==> src/rtl/vga_sortie_pkg.sv <==
// vga_pkg: default 640x480@60 timing constants and the coordinate type
// shared by the VGA output stage (vga_sortie) and its counters.
package vga_pkg;

   localparam int unsigned COORD_W = 10;

   localparam int unsigned H_VIS_D  = 640;
   localparam int unsigned H_FP_D   = 16;
   localparam int unsigned H_SYNC_D = 96;
   localparam int unsigned H_BP_D   = 48;

   localparam int unsigned V_VIS_D  = 480;
   localparam int unsigned V_FP_D   = 10;
   localparam int unsigned V_SYNC_D = 2;
   localparam int unsigned V_BP_D   = 33;

   localparam int unsigned H_TOT = H_VIS_D + H_FP_D + H_SYNC_D + H_BP_D;
   localparam int unsigned V_TOT = V_VIS_D + V_FP_D + V_SYNC_D + V_BP_D;

   typedef logic [COORD_W-1:0] coord_t;

endpackage

==> src/rtl/vga_sortie_compteur.sv <==
// compteur_mod: modulo-N counter with enable; o_wrap flags the terminal
// count N-1 so the caller can chain a second counter or detect frame end.
module compteur_mod
   import vga_pkg::*;
#(
   parameter int unsigned N = H_TOT
) (
   input  logic   clk,
   input  logic   rst_n,
   input  logic   i_en,
   output coord_t o_cpt,
   output logic   o_wrap
);

   coord_t r_cpt;

   assign o_wrap = (r_cpt == coord_t'(N - 1));
   assign o_cpt  = r_cpt;

   // Advance on enable, returning to 0 after N-1
   always_ff @(posedge clk or negedge rst_n) begin
      if (!rst_n)
         r_cpt <= '0;
      else if (i_en)
         r_cpt <= o_wrap ? '0 : r_cpt + 1'b1;
   end

endmodule

==> src/rtl/vga_sortie.sv <==
// vga_sortie: VGA timing generator and registered colour output stage.
// A 25 MHz pixel enable is derived from the 50 MHz clock; colour and syncs
// are registered one pixel after the coordinates are presented on x_o/y_o.
// Optional feature: define VGA_MIRE_EN to add input mire_i, which replaces
// the colour inputs by 8 vertical colour bars.
module vga_sortie
   import vga_pkg::*;
#(
   parameter int unsigned H_VIS  = H_VIS_D,
   parameter int unsigned H_FP   = H_FP_D,
   parameter int unsigned H_SYNC = H_SYNC_D,
   parameter int unsigned H_BP   = H_BP_D,
   parameter int unsigned V_VIS  = V_VIS_D,
   parameter int unsigned V_FP   = V_FP_D,
   parameter int unsigned V_SYNC = V_SYNC_D,
   parameter int unsigned V_BP   = V_BP_D
) (
   input  logic       clk,
   input  logic       rst_n,
`ifdef VGA_MIRE_EN
   input  logic       mire_i,
`endif
   input  logic [2:0] rouge_i,
   input  logic [2:0] vert_i,
   input  logic [1:0] bleu_i,
   output logic [9:0] x_o,
   output logic [9:0] y_o,
   output logic       actif_o,
   output logic       trame_o,
   output logic [2:0] rouge_o,
   output logic [2:0] vert_o,
   output logic [1:0] bleu_o,
   output logic       hsync_n,
   output logic       vsync_n
);

   localparam int unsigned LP_H_TOT  = H_VIS + H_FP + H_SYNC + H_BP;
   localparam int unsigned LP_V_TOT  = V_VIS + V_FP + V_SYNC + V_BP;
   localparam int unsigned LP_HS_DEB = H_VIS + H_FP;
   localparam int unsigned LP_HS_FIN = H_VIS + H_FP + H_SYNC;
   localparam int unsigned LP_VS_DEB = V_VIS + V_FP;
   localparam int unsigned LP_VS_FIN = V_VIS + V_FP + V_SYNC;

   logic       r_pix_en;
   coord_t     w_hcpt;
   coord_t     w_vcpt;
   logic       w_hwrap;
   logic       w_vwrap;
   logic       w_actif;
   logic       w_hsync_n;
   logic       w_vsync_n;
   logic [2:0] w_rouge;
   logic [2:0] w_vert;
   logic [1:0] w_bleu;
   logic [2:0] r_rouge;
   logic [2:0] r_vert;
   logic [1:0] r_bleu;
   logic       r_hsync_n;
   logic       r_vsync_n;
   logic       r_trame;

   // Pixel enable: high on every other clk, first high edge is the second after reset
   always_ff @(posedge clk or negedge rst_n) begin
      if (!rst_n)
         r_pix_en <= 1'b0;
      else
         r_pix_en <= ~r_pix_en;
   end

   compteur_mod #(.N(LP_H_TOT)) u_hcpt (
      .clk    (clk),
      .rst_n  (rst_n),
      .i_en   (r_pix_en),
      .o_cpt  (w_hcpt),
      .o_wrap (w_hwrap)
   );

   compteur_mod #(.N(LP_V_TOT)) u_vcpt (
      .clk    (clk),
      .rst_n  (rst_n),
      .i_en   (r_pix_en & w_hwrap),
      .o_cpt  (w_vcpt),
      .o_wrap (w_vwrap)
   );

   assign w_actif   = (w_hcpt < coord_t'(H_VIS)) && (w_vcpt < coord_t'(V_VIS));
   assign w_hsync_n = !((w_hcpt >= coord_t'(LP_HS_DEB)) && (w_hcpt < coord_t'(LP_HS_FIN)));
   assign w_vsync_n = !((w_vcpt >= coord_t'(LP_VS_DEB)) && (w_vcpt < coord_t'(LP_VS_FIN)));

`ifdef VGA_MIRE_EN
   localparam int unsigned LP_BANDE = H_VIS / 8;
   logic [2:0] w_bande;
   assign w_bande = 3'(w_hcpt / coord_t'(LP_BANDE));
`endif

   // Colour source: mapper inputs, or the bar pattern when enabled
   always_comb begin
      w_rouge = rouge_i;
      w_vert  = vert_i;
      w_bleu  = bleu_i;
`ifdef VGA_MIRE_EN
      if (mire_i) begin
         w_rouge = {3{w_bande[2]}};
         w_vert  = {3{w_bande[1]}};
         w_bleu  = {2{w_bande[0]}};
      end
`endif
   end

   // Output pipeline: colour/syncs on pixel edges, frame pulse lasts one clk
   always_ff @(posedge clk or negedge rst_n) begin
      if (!rst_n) begin
         r_rouge   <= '0;
         r_vert    <= '0;
         r_bleu    <= '0;
         r_hsync_n <= 1'b1;
         r_vsync_n <= 1'b1;
         r_trame   <= 1'b0;
      end else begin
         r_trame <= r_pix_en & w_hwrap & w_vwrap;
         if (r_pix_en) begin
            r_rouge   <= w_actif ? w_rouge : '0;
            r_vert    <= w_actif ? w_vert  : '0;
            r_bleu    <= w_actif ? w_bleu  : '0;
            r_hsync_n <= w_hsync_n;
            r_vsync_n <= w_vsync_n;
         end
      end
   end

   assign x_o     = w_hcpt;
   assign y_o     = w_vcpt;
   assign actif_o = w_actif;
   assign trame_o = r_trame;
   assign rouge_o = r_rouge;
   assign vert_o  = r_vert;
   assign bleu_o  = r_bleu;
   assign hsync_n = r_hsync_n;
   assign vsync_n = r_vsync_n;

endmodule

==> config.mk <==
export PLATFORM = sky130hd
export DESIGN_NAME = vga_sortie
export DESIGN_NICKNAME = d
export VERILOG_FILES = /design/src/rtl/vga_sortie_pkg.sv /design/src/rtl/vga_sortie_compteur.sv /design/src/rtl/vga_sortie.sv
export SDC_FILE = /design/constraint.sdc
export NUM_CORES = 1
export LEC_CHECK = 0
export BUFFER_PORTS_ARGS = -buffer_cell sky130_fd_sc_hd__buf_2
export CORE_UTILIZATION = 40
export CTS_CLUSTER_SIZE = 14
export DETAILED_ROUTE_END_ITERATION = 16
export HOLD_SLACK_MARGIN = 0.15
export PLACE_DENSITY_LB_ADDON = 0.25
export SETUP_SLACK_MARGIN = 0.02
export SYNTH_ARGS = -nofsm -noshare
export SYNTH_HDL_FRONTEND = slang
export SYNTH_SLANG_ARGS = --single-unit
==> constraint.sdc <==
create_clock -name clk -period 2.5 [get_ports clk]
set_input_delay 0 -clock clk [delete_from_list [all_inputs] [get_ports clk]]
set_output_delay 0 -clock clk [all_outputs]
set_load 0.03 [all_outputs]
Word-level counts from Yosys, hierarchy flattened
Cells that the tools add are included.
{"block": "classes", "add_sub_neg": 2, "n_lt_le_gt_ge": 6, "eq_ne": 2, "n_mux": 5, "bitwise": 3, "reduce_logical": 5}
{"operator": "10-bit by 1-bit adder with 10-bit output, second input constant", "n": 2}
{"operator": "10-bit == test, second input constant", "n": 2}
{"operator": "10-bit less-than comparator, second input constant", "n": 2}
{"operator": "10-bit by 9-bit less-than comparator with 1-bit output, second input constant", "n": 2}
{"operator": "10-bit two-way mux", "n": 2}
{"operator": "10-bit >= comparator, second input constant", "n": 1}
{"operator": "10-bit by 9-bit >= comparator with 1-bit output, second input constant", "n": 1}
{"operator": "3-bit two-way mux", "n": 2}
{"operator": "1-bit logical AND", "n": 3}
{"operator": "1-bit bitwise AND", "n": 2}
{"operator": "1-bit zero test", "n": 2}
{"operator": "2-bit two-way mux", "n": 1}
{"operator": "1-bit NOT", "n": 1}
{"block": "totals", "reg_bits": 32, "inputBits": 10, "output_inout_bits": 32, "elab_cells": 32}

Longest topological paths before layout
{"block": "logic_depth", "depth_word": 3, "ltp_mapped": 7}

Hierarchy
Synthesis repeated with hierarchy kept, for this count alone.
{"block": "unflattened", "hier_cells": 156, "hier_area_um2": 1659.1}
{"mod": "vga_sortie", "instances": 1, "cells_each": 54, "area_per_inst_um2": 610.6, "seq_area_each_um2": 302.8}
{"mod": "compteur_mod (u_vcpt)", "instances": 1, "cells_each": 52, "area_per_inst_um2": 536.8, "seq_area_each_um2": 250.2}
{"mod": "compteur_mod (u_hcpt)", "instances": 1, "cells_each": 50, "area_per_inst_um2": 511.7, "seq_area_each_um2": 250.2}

Worst setup path after synthesis
No wires, ideal clock.
{"block": "synth_timing", "kind": "reg2reg", "start": "reg u_vcpt.r_cpt[0] (netlist: u_vcpt.o_cpt[0])", "end": "reg u_vcpt.r_cpt[2] (netlist: u_vcpt.o_cpt[2])", "arrival_time_ns": 1.951, "t_required_ns": 2.352, "slack_ns": 0.401, "path_stages_with_launch": 8, "path_buffers": 1, "path_cell_list": "dfrtp_1 inv_1 ha_1 or4b_1 or4_1 buf_2 nand2b_2 a31oi_1"}
{"block": "synth_between", "elab_chain_len": 2}
{"element": "start, declared", "line_no": "vga_sortie_compteur.sv:15", "source": "coord_t r_cpt;"}
{"element": "start signal, assigned", "line_no": "vga_sortie_compteur.sv:25", "source": "r_cpt <= o_wrap ? '0 : r_cpt + 1'b1;"}
{"element": "10-bit by 1-bit adder with 10-bit output or 10-bit == test (tied branches)", "line_no": "vga_sortie_compteur.sv:25, vga_sortie_compteur.sv:17"}
{"element": "10-bit two-way mux (*)", "line_no": "vga_sortie_compteur.sv:25"}
Mark *: on every way between the ends. The rest lies on a longest branch, timed or not.
A chain may end at the register's enable or synchronous reset.

Worst setup path after layout
{"block": "layout_timing", "start": "reg u_vcpt.r_cpt[1] (netlist: u_vcpt.o_cpt[1])", "end": "reg u_vcpt.r_cpt[2] (netlist: u_vcpt.o_cpt[2])"}
Same word-level chain as after synthesis.

==> metrics.log <==
[metrics] clock sink count: 32
[metrics] path type of the worst min-delay path: primary input to async pin
[metrics] sw frac: 0.207
[metrics] number of global-route vias before repair: 1304
[metrics] number of gates on the worst path with buffers counted: 6
[metrics] count of buffers inserted at the top-level ports: 41
[metrics] Synth area leaders: sky130_fd_sc_hd__dfrtp_1 (49%), sky130_fd_sc_hd__o2bb2ai_1 (4.5%), sky130_fd_sc_hd__nand2_1 (4.1%)
[metrics] category of the most critical setup path: register to register
[metrics] total number of vias: 1286
[metrics] Net Count, Synth: 160
[metrics] summed negative setup slack over all endpoints: 0 ns
[metrics] area of the mapped netlist: about 1500 µm²
[metrics] highest attainable clock frequency: approximately 470 MHz
[metrics] RSZ-0062 raised after global routing: no
[metrics] Starting Density: 0.418
[metrics] count of different cell masters after synthesis: 44
[metrics] die height: 64.1 µm
[metrics] mean number of vias per cell: 5.16
[metrics] total routing usage reported by global routing: 0.185
[metrics] P per Cell Area: 492 nW/µm²
[metrics] Std-Cell Core Area: about 3700 µm²
[metrics] required arrival time at the worst endpoint: 2.64 ns
[metrics] number of nets in the finished design: 214
[metrics] highest-utilization routing layer at the global route stage: met2
[metrics] Residual DRC: 0
[metrics] gate count of the mapped netlist: roughly 150
[metrics] Avg Inst Size Synth: 10.5 µm²
[metrics] Worst R2R Path Depth: 6
[metrics] number of hold violations in the final report: 0
[metrics] kind of capture point of the worst setup path: register
[metrics] capture point of the worst reg-to-reg path: u_vcpt.o_cpt[2]
[metrics] worst hold slack across all endpoints: 0.306 ns
[metrics] sequential cell area: roughly 800 µm²
[metrics] delay-heaviest family, CP: simple AND/OR/NAND/NOR gates
[metrics] buffers inserted by post-CTS timing repair: 0
[metrics] origin of the critical flop-to-flop path: u_vcpt.o_cpt[1]
[metrics] Setup crit start kind: register
[metrics] share of power burned in registers: 0.544
[metrics] number of standard cells in the final layout excluding fillers: 249
[metrics] post-route clock skew: about 0.0056 ns
[metrics] met3 routing resource usage after global routing: 0.0446
[metrics] I/O pin count: 42
[metrics] Combinational Power Share: 0.055
[metrics] Clk pwr share: 0.401
[metrics] antenna violations before repair: 0
[metrics] clock tree from TritonCTS: built
[metrics] placed wire-length estimate after detailed placement: around 2.4 mm
[metrics] Starting DRT DRC Count: 44
[metrics] ys flop type: sky130_fd_sc_hd__dfrtp_1
[metrics] post-detailed-route count of antenna-violating nets: 0
[metrics] Buffers & Inverters on Critical Path: 1
[metrics] post-route clock period utilization: 0.846
[metrics] largest area contributor in the netlist: sky130_fd_sc_hd__dfrtp_1
[metrics] min Tclk post-route: 2.11 ns
[metrics] placer's final routability congestion estimate: ~0.85
[metrics] number of violations of the max-capacitance limit: 0
[metrics] global-route met1 utilization: 0.219
[metrics] power spent charging and discharging nets: 0.202 mW
[metrics] Cell Count Post-Placement: 232
[metrics] clock latency reported for the late side of the worst-skew pair: 0.27 ns
[metrics] post-DR wirelength/cell: about 14 µm
[metrics] area of combinational cells with multiple inputs: 686 µm²
[metrics] internal reg-to-reg setup slack: 0.39 ns
[metrics] met2 usage: 0.324
[metrics] result of the run: complete, no violations
[metrics] Routed Wire Length: 3.38 mm
[metrics] Yosys warnings: 0
[metrics] top-count cell post-synth: sky130_fd_sc_hd__dfrtp_1
[metrics] pin count of the biggest net entering global routing: 33
[metrics] clock buffers created by TritonCTS: 5
[metrics] Worst Path Arrival: 2.26 ns
[metrics] final-layout fill cell count: between 300 and 400
[metrics] Die Span X: 64.1 µm
[metrics] crit path cell chain: inv_1, ha_1, or4b_1, or4_1, nand2b_2, a31oi_1
[metrics] share of flip-flops with an asynchronous set or reset: 1.00
[metrics] sequential cell area fraction in the yosys report: 0.522
[metrics] Antenna Diode Count: 0
[metrics] top cell types by occurrence after synthesis: sky130_fd_sc_hd__dfrtp_1 (30), sky130_fd_sc_hd__nand2_1 (17), sky130_fd_sc_hd__nand3_1 (9)
[metrics] Area Growth Syn to Fin: 28.3%
[metrics] Detailed Routing Iterations Pass 1: 4
[metrics] Std-Cell Rows: 22
[metrics] library cell contributing the largest single delay on the critical path: sky130_fd_sc_hd__or4_1
[metrics] CP Max Fanout: 7
[metrics] first-pass GRT wire length: 5.76 mm
[metrics] top cell type's share of synthesized area: 0.487
[metrics] clk slew on worst S/H paths: 0.06 ns
[metrics] register bit total from synthesis: 32
[metrics] die outline area: ~4100 µm²
[metrics] slew margin rel.: 0.548
[metrics] share of layout cells above drive strength 1: 0.289
[metrics] number of cells upsized or downsized after cts: 0
[metrics] EDFF count, synth: 0
[metrics] Lkg Pwr: between 0.9 and 1 nW
[metrics] total congestion overflow after global routing: 0
[metrics] peak per-stage delay on the critical path: 0.65 ns
[metrics] root cell of the clock tree: sky130_fd_sc_hd__clkbuf_8
[metrics] final count of pins violating max slew: 0
[metrics] maximum vdd drop: 0.310 mV
[metrics] clock buffer depth: 2
[metrics] cell internal power dissipation: a little under 0.8 mW
[metrics] slew at the pin closest to its max-slew limit: 0.678 ns
[metrics] Setup violations, final: 0
[metrics] Max H-tree Level: 2
-- worst max-delay path by stage --
stage | start | end | slack (ns)
floorplan | u_vcpt.o_cpt[0] | u_vcpt.o_cpt[2] | 0.40
global placement | u_vcpt.o_cpt[0] | u_vcpt.o_cpt[2] | 0.47
detailed placement | u_vcpt.o_cpt[1] | u_vcpt.o_cpt[2] | 0.41
CTS | u_vcpt.o_cpt[1] | u_vcpt.o_cpt[2] | 0.39
global route | u_vcpt.o_cpt[1] | u_vcpt.o_cpt[3] | 0.30
finish | u_vcpt.o_cpt[1] | u_vcpt.o_cpt[2] | 0.39
-- power by group through the flow --
stage               Clock [mW]  Combinational [mW]  Sequential, mW
detailed placement           0              0.0439           0.537
global route             0.425              0.0592           0.529
CTS                      0.403              0.0546           0.528
floorplan                    0             0.00557           0.551
finish                   0.390              0.0538           0.529
global placement             0              0.0431           0.537
-- layout make-up --
type	instances	share of cell area
timing repair buffer	52	0.157
tap	48	0.0304
inverter	7	0.0133
clock buffer	8	0.0456
sequential	32	0.407
multi-input combinational	102	0.347
-- registers in the layout (all words and copies together), names as in the netlist --
register,count
u_hcpt.o_cpt,10
r_pix_en,1
trame_o,1
hsync_n,1
vert_o,3
vsync_n,1
bleu_o,2
rouge_o,3
u_vcpt.o_cpt,10
-- stage by stage --
| stage | power (mW) | utilization | worst slack [ns] | cell area, µm² |
|---|---|---|---|---|
| 2_1_floorplan | 0.557 | - | 0.401 | 1540 |
| 3_3_place_gp | 0.580 | 0.487 | 0.466 | 1800 |
| 3_5_place_dp | 0.581 | 0.487 | 0.406 | 1800 |
| 4_1_cts | 0.986 | 0.536 | 0.391 | 1980 |
| 5_1_grt | 1.01 | 0.536 | 0.297 | 1980 |
| 6_report | 0.972 | 0.536 | 0.385 | 1980 |
-- routing by layer --
layer	vias up	share of wire
met3	2	0.048
li1	628	-
met2	31	0.51
met4	0	0.0041
met5	-	0
met1	625	0.44
-- cell usage in the layout, fill, tap and decap left out, drive strengths merged, types with 3 or more instances in the layout --
| master | count |
|---|---|
| a21oi | 3 |
| and3 | 5 |
| buf | 43 |
| clkbuf | 8 |
| dfrtp | 30 |
| dlygate4sd3 | 9 |
| ha | 4 |
| inv | 7 |
| nand2 | 17 |
| nand3 | 10 |
| nand4 | 5 |
| nor2 | 6 |
| nor3 | 3 |
| o21ai | 7 |
| o2bb2ai | 8 |
| xnor2 | 6 |
| xor2 | 4 |
-- cells by family (layout without fill, tap and decap cells) --
kind of cell	count (synthesis)	after routing	share of synthesized area
flops	32	32	0.522
simple gates	63	63	0.241
compound gates	24	24	0.108
xor+xnor	10	10	0.0569
buf+inv	12	67	0.0333
fa+ha+maj	4	4	0.0325
mux	1	1	0.00650
-- what timing repair did --
item	CTS	global route
endpoints found under the setup margin	0	0
hold buffers	9	0
endpoints found under the hold margin	38	0
Note: power is estimated with default switching activity, not from simulation.
